## config.mk

```make
export PLATFORM = sky130hd
export DESIGN_NAME = fetch_request_sequencer_flat
export DESIGN_NICKNAME = d
export VERILOG_FILES = /design/src/rtl/fetch_request_sequencer_if.sv /design/src/rtl/fetch_request_sequencer.sv /design/src/flat_wrapper.sv
export SDC_FILE = /design/constraint.sdc
export NUM_CORES = 1
export LEC_CHECK = 0
export ABC_AREA = 1
export BUFFER_PORTS_ARGS = -buffer_cell sky130_fd_sc_hd__buf_2
export CORE_MARGIN = 1.5
export CORE_UTILIZATION = 48
export DETAILED_ROUTE_END_ITERATION = 8
export PLACE_DENSITY = 0.77
export SYNTH_ARGS = -nofsm -noshare
export SYNTH_HDL_FRONTEND = slang
export SYNTH_SLANG_ARGS = --single-unit
```

## constraint.sdc

```tcl
create_clock -name clk -period 3.2 [get_ports clk]
set_input_delay 0.64 -clock clk [delete_from_list [all_inputs] [get_ports clk]]
set_output_delay 0.64 -clock clk [all_outputs]
set_load 0.01 [all_outputs]
```

## src/rtl/fetch_request_sequencer_if.sv

```systemverilog
// Fetch request sequencer bus bundle.
//
// Groups the fetch-side and instruction-memory-side signals of the
// fetch request sequencer. The sequencer connects through the master
// modport; the fetch stage / memory environment connects through slave.
//
// Handshake semantics:
//   - Memory request: imem_req_o is the valid, imem_gnt_i is the ready.
//     A request transfers on a cycle where both are high. While req is
//     high without grant, imem_addr_o holds.
//   - Memory response: imem_rvalid_i has no back-pressure; one word per
//     rvalid cycle, in request order.
//   - Fetch delivery: inst_valid_o is the valid, !stall_i is the ready.
//     A word transfers on a cycle where inst_valid_o && !stall_i; while
//     stalled, inst_o / inst_pc_o hold.
//
// Signals (named from the sequencer's point of view):
//   stall_i, redirect_i, redirect_pc_i, jump_i, jump_target_i  fetch control
//   imem_req_o, imem_addr_o, imem_gnt_i                         request channel
//   imem_rvalid_i, imem_rdata_i                                 response channel
//   inst_valid_o, inst_o, inst_pc_o                             fetch delivery
interface fetch_request_sequencer_if #(
  parameter int size = 32
);
  logic            stall_i;
  logic            redirect_i;
  logic [size-1:0] redirect_pc_i;
  logic            jump_i;
  logic [size-1:0] jump_target_i;
  logic            imem_req_o;
  logic [size-1:0] imem_addr_o;
  logic            imem_gnt_i;
  logic            imem_rvalid_i;
  logic [size-1:0] imem_rdata_i;
  logic            inst_valid_o;
  logic [size-1:0] inst_o;
  logic [size-1:0] inst_pc_o;

  modport master (
    input  stall_i, redirect_i, redirect_pc_i, jump_i, jump_target_i,
    input  imem_gnt_i, imem_rvalid_i, imem_rdata_i,
    output imem_req_o, imem_addr_o,
    output inst_valid_o, inst_o, inst_pc_o
  );

  modport slave (
    output stall_i, redirect_i, redirect_pc_i, jump_i, jump_target_i,
    output imem_gnt_i, imem_rvalid_i, imem_rdata_i,
    input  imem_req_o, imem_addr_o,
    input  inst_valid_o, inst_o, inst_pc_o
  );
endinterface

```

## src/rtl/fetch_request_sequencer.sv

```systemverilog
// Fetch request sequencer.
//
// Owns the fetch PC, issues credit-limited requests to instruction memory,
// buffers returned words with their PC and presents them to the fetch stage.
// Wrong-path words are squashed after a redirect or a taken jump prediction.
//
// Ports:
//   clk      clock, rising edge
//   reset    asynchronous reset, active low
//   bus      fetch_request_sequencer_if.master (fetch control, imem, delivery)
//   state_o  debug view of the FSM state (0 IDLE, 1 RUN, 2 FLUSH)
module fetch_request_sequencer #(
  parameter int              size      = 32,
  parameter int              BUF_DEPTH = 2,
  parameter logic [size-1:0] RESET_PC  = '0
) (
  input  logic                             clk,
  input  logic                             reset,
  fetch_request_sequencer_if.master        bus,
  output logic [1:0]                       state_o
);

  localparam int PW = (BUF_DEPTH > 1) ? $clog2(BUF_DEPTH) : 1;
  localparam int CW = $clog2(BUF_DEPTH + 1);
  localparam logic [PW-1:0] LAST_SLOT = PW'(BUF_DEPTH - 1);

  typedef enum logic [1:0] {
    ST_IDLE  = 2'd0,
    ST_RUN   = 2'd1,
    ST_FLUSH = 2'd2
  } state_e;

  state_e          state_q, state_d;
  logic [size-1:0] pc_q;
  logic [CW-1:0]   outstanding_q, outstanding_d;
  logic [CW-1:0]   count_q;

  // One slot ring shared by the PC queue and the word FIFO. A slot is
  // allocated at grant (PC written), filled at response (word written) and
  // released at pop. Credits keep allocated slots <= BUF_DEPTH, so the
  // three pointers never overtake each other.
  logic [size-1:0] pc_mem   [BUF_DEPTH];
  logic [size-1:0] word_mem [BUF_DEPTH];
  logic [PW-1:0]   alloc_ptr_q, fill_ptr_q, head_ptr_q;

  logic inst_valid, pop, squash, credit_ok, req, grant, push;

  function automatic logic [PW-1:0] ptr_inc(input logic [PW-1:0] p);
    return (p == LAST_SLOT) ? '0 : p + 1'b1;
  endfunction

  always_comb begin
    inst_valid    = (count_q != '0);
    pop           = inst_valid && !bus.stall_i;
    // The jumping instruction itself is delivered; only younger words die.
    squash        = bus.redirect_i || (pop && bus.jump_i);
    credit_ok     = ({1'b0, outstanding_q} + {1'b0, count_q}) < (CW+1)'(BUF_DEPTH);
    req           = (state_q == ST_RUN) && !squash && credit_ok;
    grant         = req && bus.imem_gnt_i;
    // In FLUSH every returning word belongs to the wrong path.
    push          = (state_q == ST_RUN) && bus.imem_rvalid_i;
    outstanding_d = outstanding_q + CW'(grant) - CW'(bus.imem_rvalid_i);
  end

  always_comb begin
    state_d = state_q;
    case (state_q)
      ST_IDLE:  state_d = ST_RUN;
      ST_RUN:   if (squash && (outstanding_d != '0)) state_d = ST_FLUSH;
      ST_FLUSH: if (outstanding_q == '0) state_d = ST_RUN;
      default:  state_d = ST_IDLE;
    endcase
  end

  always_ff @(posedge clk or negedge reset) begin
    if (!reset) begin
      state_q       <= ST_IDLE;
      pc_q          <= RESET_PC;
      outstanding_q <= '0;
      count_q       <= '0;
      alloc_ptr_q   <= '0;
      fill_ptr_q    <= '0;
      head_ptr_q    <= '0;
    end else begin
      state_q       <= state_d;
      outstanding_q <= outstanding_d;

      if (squash) begin
        pc_q <= bus.redirect_i ? bus.redirect_pc_i : bus.jump_target_i;
      end else if (grant) begin
        pc_q <= pc_q + size'(4);
      end

      if (squash) begin
        count_q     <= '0;
        alloc_ptr_q <= '0;
        fill_ptr_q  <= '0;
        head_ptr_q  <= '0;
      end else begin
        count_q <= count_q + CW'(push) - CW'(pop);
        if (grant) alloc_ptr_q <= ptr_inc(alloc_ptr_q);
        if (push)  fill_ptr_q  <= ptr_inc(fill_ptr_q);
        if (pop)   head_ptr_q  <= ptr_inc(head_ptr_q);
      end
    end
  end

  // Storage needs no reset: count_q gates visibility of every slot.
  always_ff @(posedge clk) begin
    if (grant) pc_mem[alloc_ptr_q]  <= pc_q;
    if (push)  word_mem[fill_ptr_q] <= bus.imem_rdata_i;
  end

  assign bus.imem_req_o   = req;
  assign bus.imem_addr_o  = pc_q;
  assign bus.inst_valid_o = inst_valid;
  assign bus.inst_o       = word_mem[head_ptr_q];
  assign bus.inst_pc_o    = pc_mem[head_ptr_q];
  assign state_o          = state_q;

  // A response with nothing in flight means the memory broke protocol.
  rvalid_has_credit: assert property (
    @(posedge clk) disable iff (!reset) bus.imem_rvalid_i |-> (outstanding_q != '0)
  );

endmodule

```

## src/flat_wrapper.sv

```systemverilog
// flat-port wrapper written by rule: the top's interface ports become plain ports
module fetch_request_sequencer_flat 
#(
  parameter int              size      = 32,
  parameter int              BUF_DEPTH = 2,
  parameter logic [size-1:0] RESET_PC  = '0
)
  (clk, reset, state_o, bus_stall_i, bus_redirect_i, bus_redirect_pc_i, bus_jump_i, bus_jump_target_i, bus_imem_gnt_i, bus_imem_rvalid_i, bus_imem_rdata_i, bus_imem_req_o, bus_imem_addr_o, bus_inst_valid_o, bus_inst_o, bus_inst_pc_o);
  fetch_request_sequencer_if #(.size(size)) bus_i ();
  input  logic clk;
  input  logic reset;
  output logic [1:0] state_o;
  input wire logic [$bits(bus_i.stall_i)-1:0] bus_stall_i;
  input wire logic [$bits(bus_i.redirect_i)-1:0] bus_redirect_i;
  input wire logic [$bits(bus_i.redirect_pc_i)-1:0] bus_redirect_pc_i;
  input wire logic [$bits(bus_i.jump_i)-1:0] bus_jump_i;
  input wire logic [$bits(bus_i.jump_target_i)-1:0] bus_jump_target_i;
  input wire logic [$bits(bus_i.imem_gnt_i)-1:0] bus_imem_gnt_i;
  input wire logic [$bits(bus_i.imem_rvalid_i)-1:0] bus_imem_rvalid_i;
  input wire logic [$bits(bus_i.imem_rdata_i)-1:0] bus_imem_rdata_i;
  output wire logic [$bits(bus_i.imem_req_o)-1:0] bus_imem_req_o;
  output wire logic [$bits(bus_i.imem_addr_o)-1:0] bus_imem_addr_o;
  output wire logic [$bits(bus_i.inst_valid_o)-1:0] bus_inst_valid_o;
  output wire logic [$bits(bus_i.inst_o)-1:0] bus_inst_o;
  output wire logic [$bits(bus_i.inst_pc_o)-1:0] bus_inst_pc_o;
  assign bus_i.stall_i = bus_stall_i;
  assign bus_i.redirect_i = bus_redirect_i;
  assign bus_i.redirect_pc_i = bus_redirect_pc_i;
  assign bus_i.jump_i = bus_jump_i;
  assign bus_i.jump_target_i = bus_jump_target_i;
  assign bus_i.imem_gnt_i = bus_imem_gnt_i;
  assign bus_i.imem_rvalid_i = bus_imem_rvalid_i;
  assign bus_i.imem_rdata_i = bus_imem_rdata_i;
  assign bus_imem_req_o = bus_i.imem_req_o;
  assign bus_imem_addr_o = bus_i.imem_addr_o;
  assign bus_inst_valid_o = bus_i.inst_valid_o;
  assign bus_inst_o = bus_i.inst_o;
  assign bus_inst_pc_o = bus_i.inst_pc_o;
  fetch_request_sequencer #(.size(size), .BUF_DEPTH(BUF_DEPTH), .RESET_PC(RESET_PC)) u_core (.clk(clk), .reset(reset), .bus(bus_i), .state_o(state_o));
endmodule
```

# [Word-level counts from Yosys, hierarchy flattened]
# Memories as Yosys holds them, arrays and structs flattened.
# Cells that the tools add are included.
[classes] n_lt_le_gt_ge=1 add_sub_neg=9 n_reduce_logical=18 mux=20 eq_ne=4
[op_table] op="32-bit two-way mux" count=3
[op_table] op="32-bit by 3-bit adder with 32-bit output, second input constant" count=1
[op_table] op="1-bit two-way mux" count=13
[op_table] op="2-bit nonzero test" count=5
[op_table] op="1-bit logical AND" count=7
[op_table] op="2-bit two-way mux" count=3
[op_table] op="2-bit one-hot mux with 3 select lines" count=1
[op_table] op="2-bit by 1-bit adder with 2-bit output" count=2
[op_table] op="2-bit logical NOT" count=2
[op_table] op="2-bit by 1-bit subtractor with 2-bit output" count=2
[op_table] op="1-bit adder, second input constant" count=3
[op_table] op="2-bit by 2-bit adder with 3-bit output" count=1
[op_table] op="3-bit by 2-bit < comparator with 1-bit output, second input constant" count=1
[op_table] op="2-bit by 1-bit equality test with 1-bit output, second input constant" count=1
[op_table] op="2-bit equality test, second input constant" count=1
[op_table] op="1-bit logical NOT" count=2
[op_table] op="2-bit by 1-bit != test with 1-bit output, second input constant" count=1
[op_table] op="2-bit != test, second input constant" count=1
[op_table] op="2-bit AND reduction" count=1
[op_table] op="1-bit logical OR" count=1
[word_totals] mem_count=2 reg_bits=41 mem_bits_rw=128
[mem_list] name="u_core.pc_mem" words=2 width=32 rd=1 rd_clocked_by_memory_dff=0 wr=1 line="fetch_request_sequencer.sv:42" text="logic [size-1:0] pc_mem [BUF_DEPTH];"
[mem_list] name="u_core.word_mem" words=2 width=32 rd=1 rd_clocked_by_memory_dff=0 wr=1 line="fetch_request_sequencer.sv:43" text="logic [size-1:0] word_mem [BUF_DEPTH];"

# [Depth between registers and ports, before layout]
# Gate-level depths: netlist (run 1).
[depth] word_depth=14 mapped_depth=14 depth_no_buf=14

# [Worst setup path before layout (run 1)]
# No wires, ideal clock.
[synth_timing] path_type="reg2reg" startpoint="register u_core.outstanding_q[0]" endpoint="memory u_core.pc_mem[0][0] (enable)" n_path_buf=0 arrival_time_ns=2.722 slack_ns=0.056 path_stages_with_launch=9 period_less_slack_ns=3.144 setup_time_ns=0.422 t_required_ns=2.778 cell_sequence="dfrtp_1 > nand2_1 > inv_1 > fa_1 > inv_1 > nand2_1 > nor2_2 > nand4_4 > nor2_1"
[synth_between] elab_chain_len=6
[synth_lines] element="start: declaration" line="fetch_request_sequencer.sv:35" text="logic [CW-1:0] outstanding_q, outstanding_d;"
[synth_lines] element="start signal: assignment" line="fetch_request_sequencer.sv:86" text="outstanding_q <= outstanding_d;"
[synth_lines] element="2-bit by 2-bit adder with 3-bit output" line="fetch_request_sequencer.sv:57" text="credit_ok = ({1'b0, outstanding_q} + {1'b0, count_q}) < (CW+1)'(BUF_DEPTH);"
[synth_lines] element="3-bit by 2-bit < comparator with 1-bit output" line="fetch_request_sequencer.sv:57"
[synth_lines] element="1-bit logical AND" line="fetch_request_sequencer.sv:58" text="req = (state_q == ST_RUN) && !squash && credit_ok;"
[synth_lines] element="1-bit logical AND" line="fetch_request_sequencer.sv:59" text="grant = req && bus.imem_gnt_i;"
[synth_lines] element="1-bit two-way mux" line="fetch_request_sequencer.sv:110" text="if (grant) pc_mem[alloc_ptr_q] <= pc_q;"
[synth_lines] element="1-bit two-way mux (implied by the code)" line="fetch_request_sequencer.sv:110"
[synth_lines] element="end: declaration" line="fetch_request_sequencer.sv:42"
# Every way passes these cells.

# [Worst setup path after layout (run 1)]
[layout_timing] startpoint="register u_core.count_q[0]" endpoint="output bus_imem_req_o"
[layout_between] elab_chain_len=7 word_cells_on_any_way=9 cone_classes="1 x add/sub; 1 x order compare; 7 x reduce/logical"
[layout_lines] element="start: declaration" line="fetch_request_sequencer.sv:36" text="logic [CW-1:0] count_q;"
[layout_lines] element="start signal: assignment" line="fetch_request_sequencer.sv:100" text="count_q <= count_q + CW'(push) - CW'(pop);"
[layout_lines] element="parallel branches: the longest is 6 deep, another holds 2-bit by 2-bit adder with 3-bit output"
[layout_lines] element="1-bit logical AND *" line="fetch_request_sequencer.sv:58"
[layout_lines] element="end: declaration" line="flat_wrapper.sv:21" text="output wire logic [$bits(bus_i.imem_req_o)-1:0] bus_imem_req_o;"
# Every way passes the cells marked *.

==> metrics.md, run 1 <==
| Metric | Value |
|---|---|
| Worst vdd ir | 0.000415 V |
| Min-Delay Path Class | in -> async |
| Global route overflow | 0 |
| Int Power | 5.01 mW |
| CP Buf/Inv Count | 4 |
| Critical Path End Type | primary output |
| Vias | 6293 |
| Initial core utilization | 0.493 |
| DRC | 0 |
| Reg2reg end | u_core.bus.imem_addr_o[17] |
| First-pass GRT wire length | 29200 um |
| CP delay by family, top | adder cells |
| Clk_lat worst skew | 420 ps |
| Hold Slack | 385 ps |
| Area grow syn2layout | 23.5% |
| Die Span X | 131 um |
| Most instantiated library cell after synthesis | nand2_1 |
| Row count | 46 |
| Worst-path clk slew | 70 ps |
| Hold buffer count at CTS | 0 |
| Reg-to-Reg Start | u_core.count_q[0] |
| Period utilisation layout | 0.819 |
| Cell Area, Placed | 0.00910 mm^2 |
| CP max-delay cell | fa_1 |
| Vias per std cell | 4.98 |
| CTS tree | yes |
| Cell count after synthesis | 834 |
| Part of the power in registers | 0.422 |
| Slew margin rel. | 0.328 |
| Post-synthesis sequential area ratio | 0.619 |
| YS warnings | 0 |
| Largest net degree at the start of global routing | 65 |
| Largest family of logic cells by synthesized area | simple AND/OR/NAND/NOR gates |
| CP dominant cell by count | inv_1 |
| Crit-path max FO | 2 |
| # H-tree levels | 4 |
| Startpoint Class | flop |
| Total Wirelength | 18900 um |
| Clock sink count | 169 |
| DP HPWL | 13200 um |
| Final ANT Viol Nets | 0 |
| IO Port Bufs | 202 |
| Die height | 131 um |
| Pwr Density | 813 mW/mm^2 |
| Final Cell Area | 0.00971 mm^2 |
| Leading area contributor after synthesis | edfxtp_1 |
| Complex-gate fraction of the synthesized area | 0.0445 |
| Critical Path Start | u_core.count_q[0] |
| Routed length per placed instance | 15.0 um |
| Comb power frac | 0.317 |
| Flop2flop setup slack | 780 ps |
| Initial drt markers | 442 |
| Post-synth top cells | 348 x nand2_1, 128 x edfxtp_1, 70 x nor2_1, 44 x inv_1, 41 x dfrtp_1 |
| Syn_area_per_cell | 9.43 um^2 |
| Required @ worst endpoint | 2560 ps |
| Placeable Area | 0.0159 mm^2 |
| Syn Std Cell Area | 0.00787 mm^2 |
| Placed cell count | 1231 |
| Final non-filler cell total | 1263 |
| DIE AREA | 0.0172 mm^2 |
| Post-synthesis mux area share | 0 |
| Top_reg_cell synth | edfxtp_1 |
| Antenna violations before repair | 0 |
| Total GRT Usage | 0.225 |
| Placer Congestion | 0.918 |
| Post-Synth XOR/XNOR Area | 0.0167 |
| Leakage Power | 4.37 nW |
| Asr flop ratio synth | 0.243 |
| Final Hold Fails | 0 |
| Share of post-route cells with drive strength above 1 | 0.271 |
| Ant diodes | 0 |
| Layout fillers | 1357 |
| Slew Viols, Final | 0 |
| Clock root buffer | clkbuf_16 |
| DR pass1 iterations | 5 |
| Slowest stage delay, CP | 440 ps |
| Synth area leaders | edfxtp_1 49%, nand2_1 17%, dfrtp_1 13%, nor2_1 3.3%, inv_1 2.1% |
| CP Cell Sequence | nand2_1 > inv_1 > fa_1 > inv_1 > nand2_1 > nor2_2 > nand3_2 > inv_1 > buf_2 |
| Psw | 2.89 mW |
| Sw frac | 0.366 |
| Synth Area in Adders | 0.00891 |
| Fin nets | 1142 |
| Setup CP Type | reg -> out |
| R2R depth | 12 |
| Tmin final | 2620 ps |
| Post-CTS Setup Repair Bufs | 0 |
| #FFs+latches synth | 169 |
| RSZ-0062 raised after global routing | false |
| IO Pins | 203 |
| Syn nets | 942 |
| Status | finished clean |
| Maximum clock rate | 0.381 GHz |
| Number of max-cap violations | 0 |
| CTS resizes | 0 |
| Final setup viols | 0 |
| Clock power frac | 0.261 |
| Cts bufs inserted | 17 |
| CTS Buffer Depth | 2 |
| Simple-gate share of the synthesized area | 0.267 |
| Data arrival, critical path | 1980 ps |
| Worst Skew | 10.4 ps |
| Vias in the first global route | 5926 |
| Synth top area share | 0.489 |
| Synth unique cells | 42 |
| Worst-margin pin slew | 1010 ps |
| EDFF count, synth | 128 |
| Final setup TNS | 0 ps |
[sequential cells by signal, summed over array words and instances, names as in the netlist, 2 cells and up]
signal	count
u_core.count_q	2
u_core.state_o	2
u_core.bus.imem_addr_o	32
u_core.pc_mem	64
u_core.outstanding_q	2
u_core.word_mem	64
[stage by stage]
step / power [mW] / util / setup slack, ps
finish: 7.89 / 0.609 / 578
global placement: 5.80 / 0.571 / 926
detailed placement: 5.86 / 0.571 / 823
floorplan: 4.76 / - / 56.1
CTS: 7.94 / 0.609 / 558
global route: 8.40 / 0.609 / 473
[cell usage in the layout (no fill, tap or decap), types with 19 or more instances in the layout]
| master | synthesis | routed |
|---|---|---|
| clkbuf_16 | 0 | 19 |
| edfxtp_1 | 128 | 128 |
| inv_1 | 44 | 43 |
| nor2_1 | 70 | 66 |
| nand2_1 | 348 | 348 |
| nand3_1 | 28 | 28 |
| buf_2 | 11 | 202 |
| dfrtp_1 | 41 | 40 |
| a21oi_1 | 21 | 21 |
| o21ai_0 | 24 | 24 |
[layout make-up]
class,count,area (um^2),area share
Clock buffer,25,538,0.0554
Clock inverter,7,76.3,0.00786
Timing Repair Buffer,212,1090,0.112
Sequential cell,169,4870,0.501
Inverter,53,201,0.0207
Multi-Input combinational cell,581,2670,0.275
Tap cell,216,270,0.0278
[layer usage]
layer,track usage,vias to the layer above,routed length (um)
met3,0.0529,29,1570
li1,-,3134,-
met2,0.375,260,9030
met4,0.0840,0,371
met1,0.288,2870,7960
met5,0,-,0
[worst max-delay path by stage]
stage	to	slack [ps]	depth (start not counted)
after CTS	bus_imem_req_o	560	9
after global placement	u_core.bus.imem_addr_o[17]	930	12
final	bus_imem_req_o	580	9
after detailed placement	u_core.bus.imem_addr_o[17]	820	12
after global routing	bus_imem_req_o	470	9
after floorplan	u_core.pc_mem[0][0]	60	8
[logic make-up after synthesis]
group / after synthesis
buffers and inverters: 84
XOR/XNOR: 15
flip-flops: 169
AO/OA/AOI/OAI: 65
adder cells (fa/ha/maj): 5
AND/OR/NAND/NOR: 496
[power by group through the flow]
stage / Clock [mW] / Combinational (mW) / Sequential (mW)
global placement: 0 / 2.45 / 3.34
finish: 2.06 / 2.50 / 3.33
global route: 2.17 / 2.85 / 3.38
detailed placement: 0 / 2.50 / 3.36
floorplan: 0 / 1.48 / 3.28
CTS: 2.10 / 2.52 / 3.32
Power figures use the tool's default switching activity.
==> run 2: changes to the inputs <==
Settings changed: CORE_UTILIZATION 48 to 53, PLACE_DENSITY 0.77 to 0.81.
Clock period 3.2 ns to 2.55 ns, I/O delays scaled along.
==> run 2 against run 1 <==
Against the previous run:
- critical path depth unchanged
- combinational power increased by 27%
- clock power up 15%
- critical path type unchanged
==> metrics.md, run 2 (same netlist as run 1, synthesis figures left out) <==
| Metric | Value |
|---|---|
| Global route overflow | 0 |
| Ant diodes | 0 |
| Clk_lat worst skew | 420 ps |
| Hold Slack | 160 ps |
| Period utilisation layout | 0.963 |
| Final Cell Area | 0.00968 mm^2 |
| Min-Delay Path Class | in -> async |
| Fin nets | 1146 |
| Setup CP Type | reg -> out |
| Worst vdd ir | 0.000528 V |
| Share of post-route cells with drive strength above 1 | 0.272 |
| Slew margin rel. | 0.565 |
| Routed length per placed instance | 15.2 um |
| DRC | 0 |
| IO Port Bufs | 202 |
| Slew Viols, Final | 0 |
| Placer Congestion | 0.928 |
| IO Pins | 203 |
| Die height | 125 um |
| Status | finished clean |
| Final Hold Fails | 0 |
| CTS Buffer Depth | 2 |
| Antenna violations before repair | 0 |
| Crit-path max FO | 3 |
| Clock sink count | 169 |
| CTS tree | yes |
| Initial core utilization | 0.541 |
| Vias | 6393 |
| Worst-margin pin slew | 652 ps |
| Cell Area, Placed | 0.00912 mm^2 |
| Worst Skew | 8.34 ps |
| Row count | 44 |
| Largest net degree at the start of global routing | 65 |
| Final setup viols | 0 |
| Critical Path End Type | primary output |
| First-pass GRT wire length | 29700 um |
| Placeable Area | 0.0145 mm^2 |
| DIE AREA | 0.0156 mm^2 |
| Required @ worst endpoint | 2040 ps |
| Pwr Density | 1010 mW/mm^2 |
| Total GRT Usage | 0.243 |
| Worst-path clk slew | 60 ps |
| Number of max-cap violations | 0 |
| Total Wirelength | 18700 um |
| Tmin final | 2460 ps |
| Cts bufs inserted | 17 |
| Startpoint Class | flop |
| Vias in the first global route | 6112 |
| Leakage Power | 4.36 nW |
| Commonest cells after routing, fill and taps aside | 348 x nand2_1, 202 x buf_2, 128 x edfxtp_1, 66 x nor2_1, 42 x inv_1 |
| Maximum clock rate | 0.407 GHz |
| Most common cell after layout, fill and taps aside | nand2_1 |
| DR pass1 iterations | 5 |
| DP HPWL | 13400 um |
| Die Span X | 125 um |
| # H-tree levels | 4 |
| Initial drt markers | 435 |
| Data arrival, critical path | 1950 ps |
| Area grow syn2layout | 23.1% |
| Final ANT Viol Nets | 0 |
| Vias per std cell | 5.18 |
| Clock root buffer | clkbuf_16 |
==> run 2: worst max-delay path, cell delays in order, from the launching register on <==
cell and delay [ps]:
dfrtp_1 410, nand2_1 80, inv_1 50, fa_1 430, inv_1 60, nand2_1 80
nor2_4 140, nand3_4 100, inv_2 70, buf_2 120
==> run 2: where the power goes <==
part / switching (mW) / internal (mW) / total (mW)
Combinational: 2.03 / 1.15 / 3.18
Sequential: 0.597 / 3.60 / 4.19
Clock: 0.969 / 1.39 / 2.36
Total: 3.60 / 6.14 / 9.73
==> run 2: final timing paths <==
| kind | from | endpoint | slack, ps | cells past startpoint |
|---|---|---|---|---|
| max in group asynchronous | reset | u_core.head_ptr_q | 1990 | 2 |
| worst max-delay path | u_core.outstanding_q[0] | bus_imem_req_o | 90 | 9 |
| min in group clk | bus_imem_rdata_i[20] | u_core.word_mem[1][20] | 280 | 1 |
| worst max register to register | u_core.outstanding_q[0] | u_core.bus.imem_addr_o[17] | 180 | 13 |
| worst min register to register | u_core.bus.imem_addr_o[1] | u_core.pc_mem[1][1] | 510 | 0 |
| worst min-delay path | reset | u_core.state_o[0] | 160 | 2 |
==> run 2: area by class of cell <==
cell class,count,area [um^2]
well taps,184,230
fillers,1187,4850
clock buffers,24,472
repair buffers,216,1150
flip-flops and latches,169,4870
clock inverters,8,72.6
multi-input cells,581,2680
inverters,53,201
==> run 2: metal layers <==
layer | global-route usage | share of wire | vias to the layer above
met5 | 0 | 0 | -
met4 | 0.0963 | 0.017 | 0
met3 | 0.0498 | 0.063 | 23
met2 | 0.402 | 0.49 | 262
met1 | 0.318 | 0.43 | 2964
li1 | - | - | 3144
==> run 2: timing repair <==
action                     CTS  global route
buffers inserted             0             1
setup endpoints to repair    0             1
hold buffers                 0             0
gates resized for setup      0             3
==> run 2: metrics by stage <==
stage,worst slack [ps],instances,utilization,setup TNS [ps],total power [mW]
floorplan,-61.7,834,-,-3520,5.97
global placement,460,1202,0.627,0,7.28
detailed placement,347,1202,0.627,0,7.37
CTS,19.5,1234,0.665,0,9.75
global route,-0.871,1235,0.666,-0.871,10.3
finish,93.5,1235,0.666,0,9.73
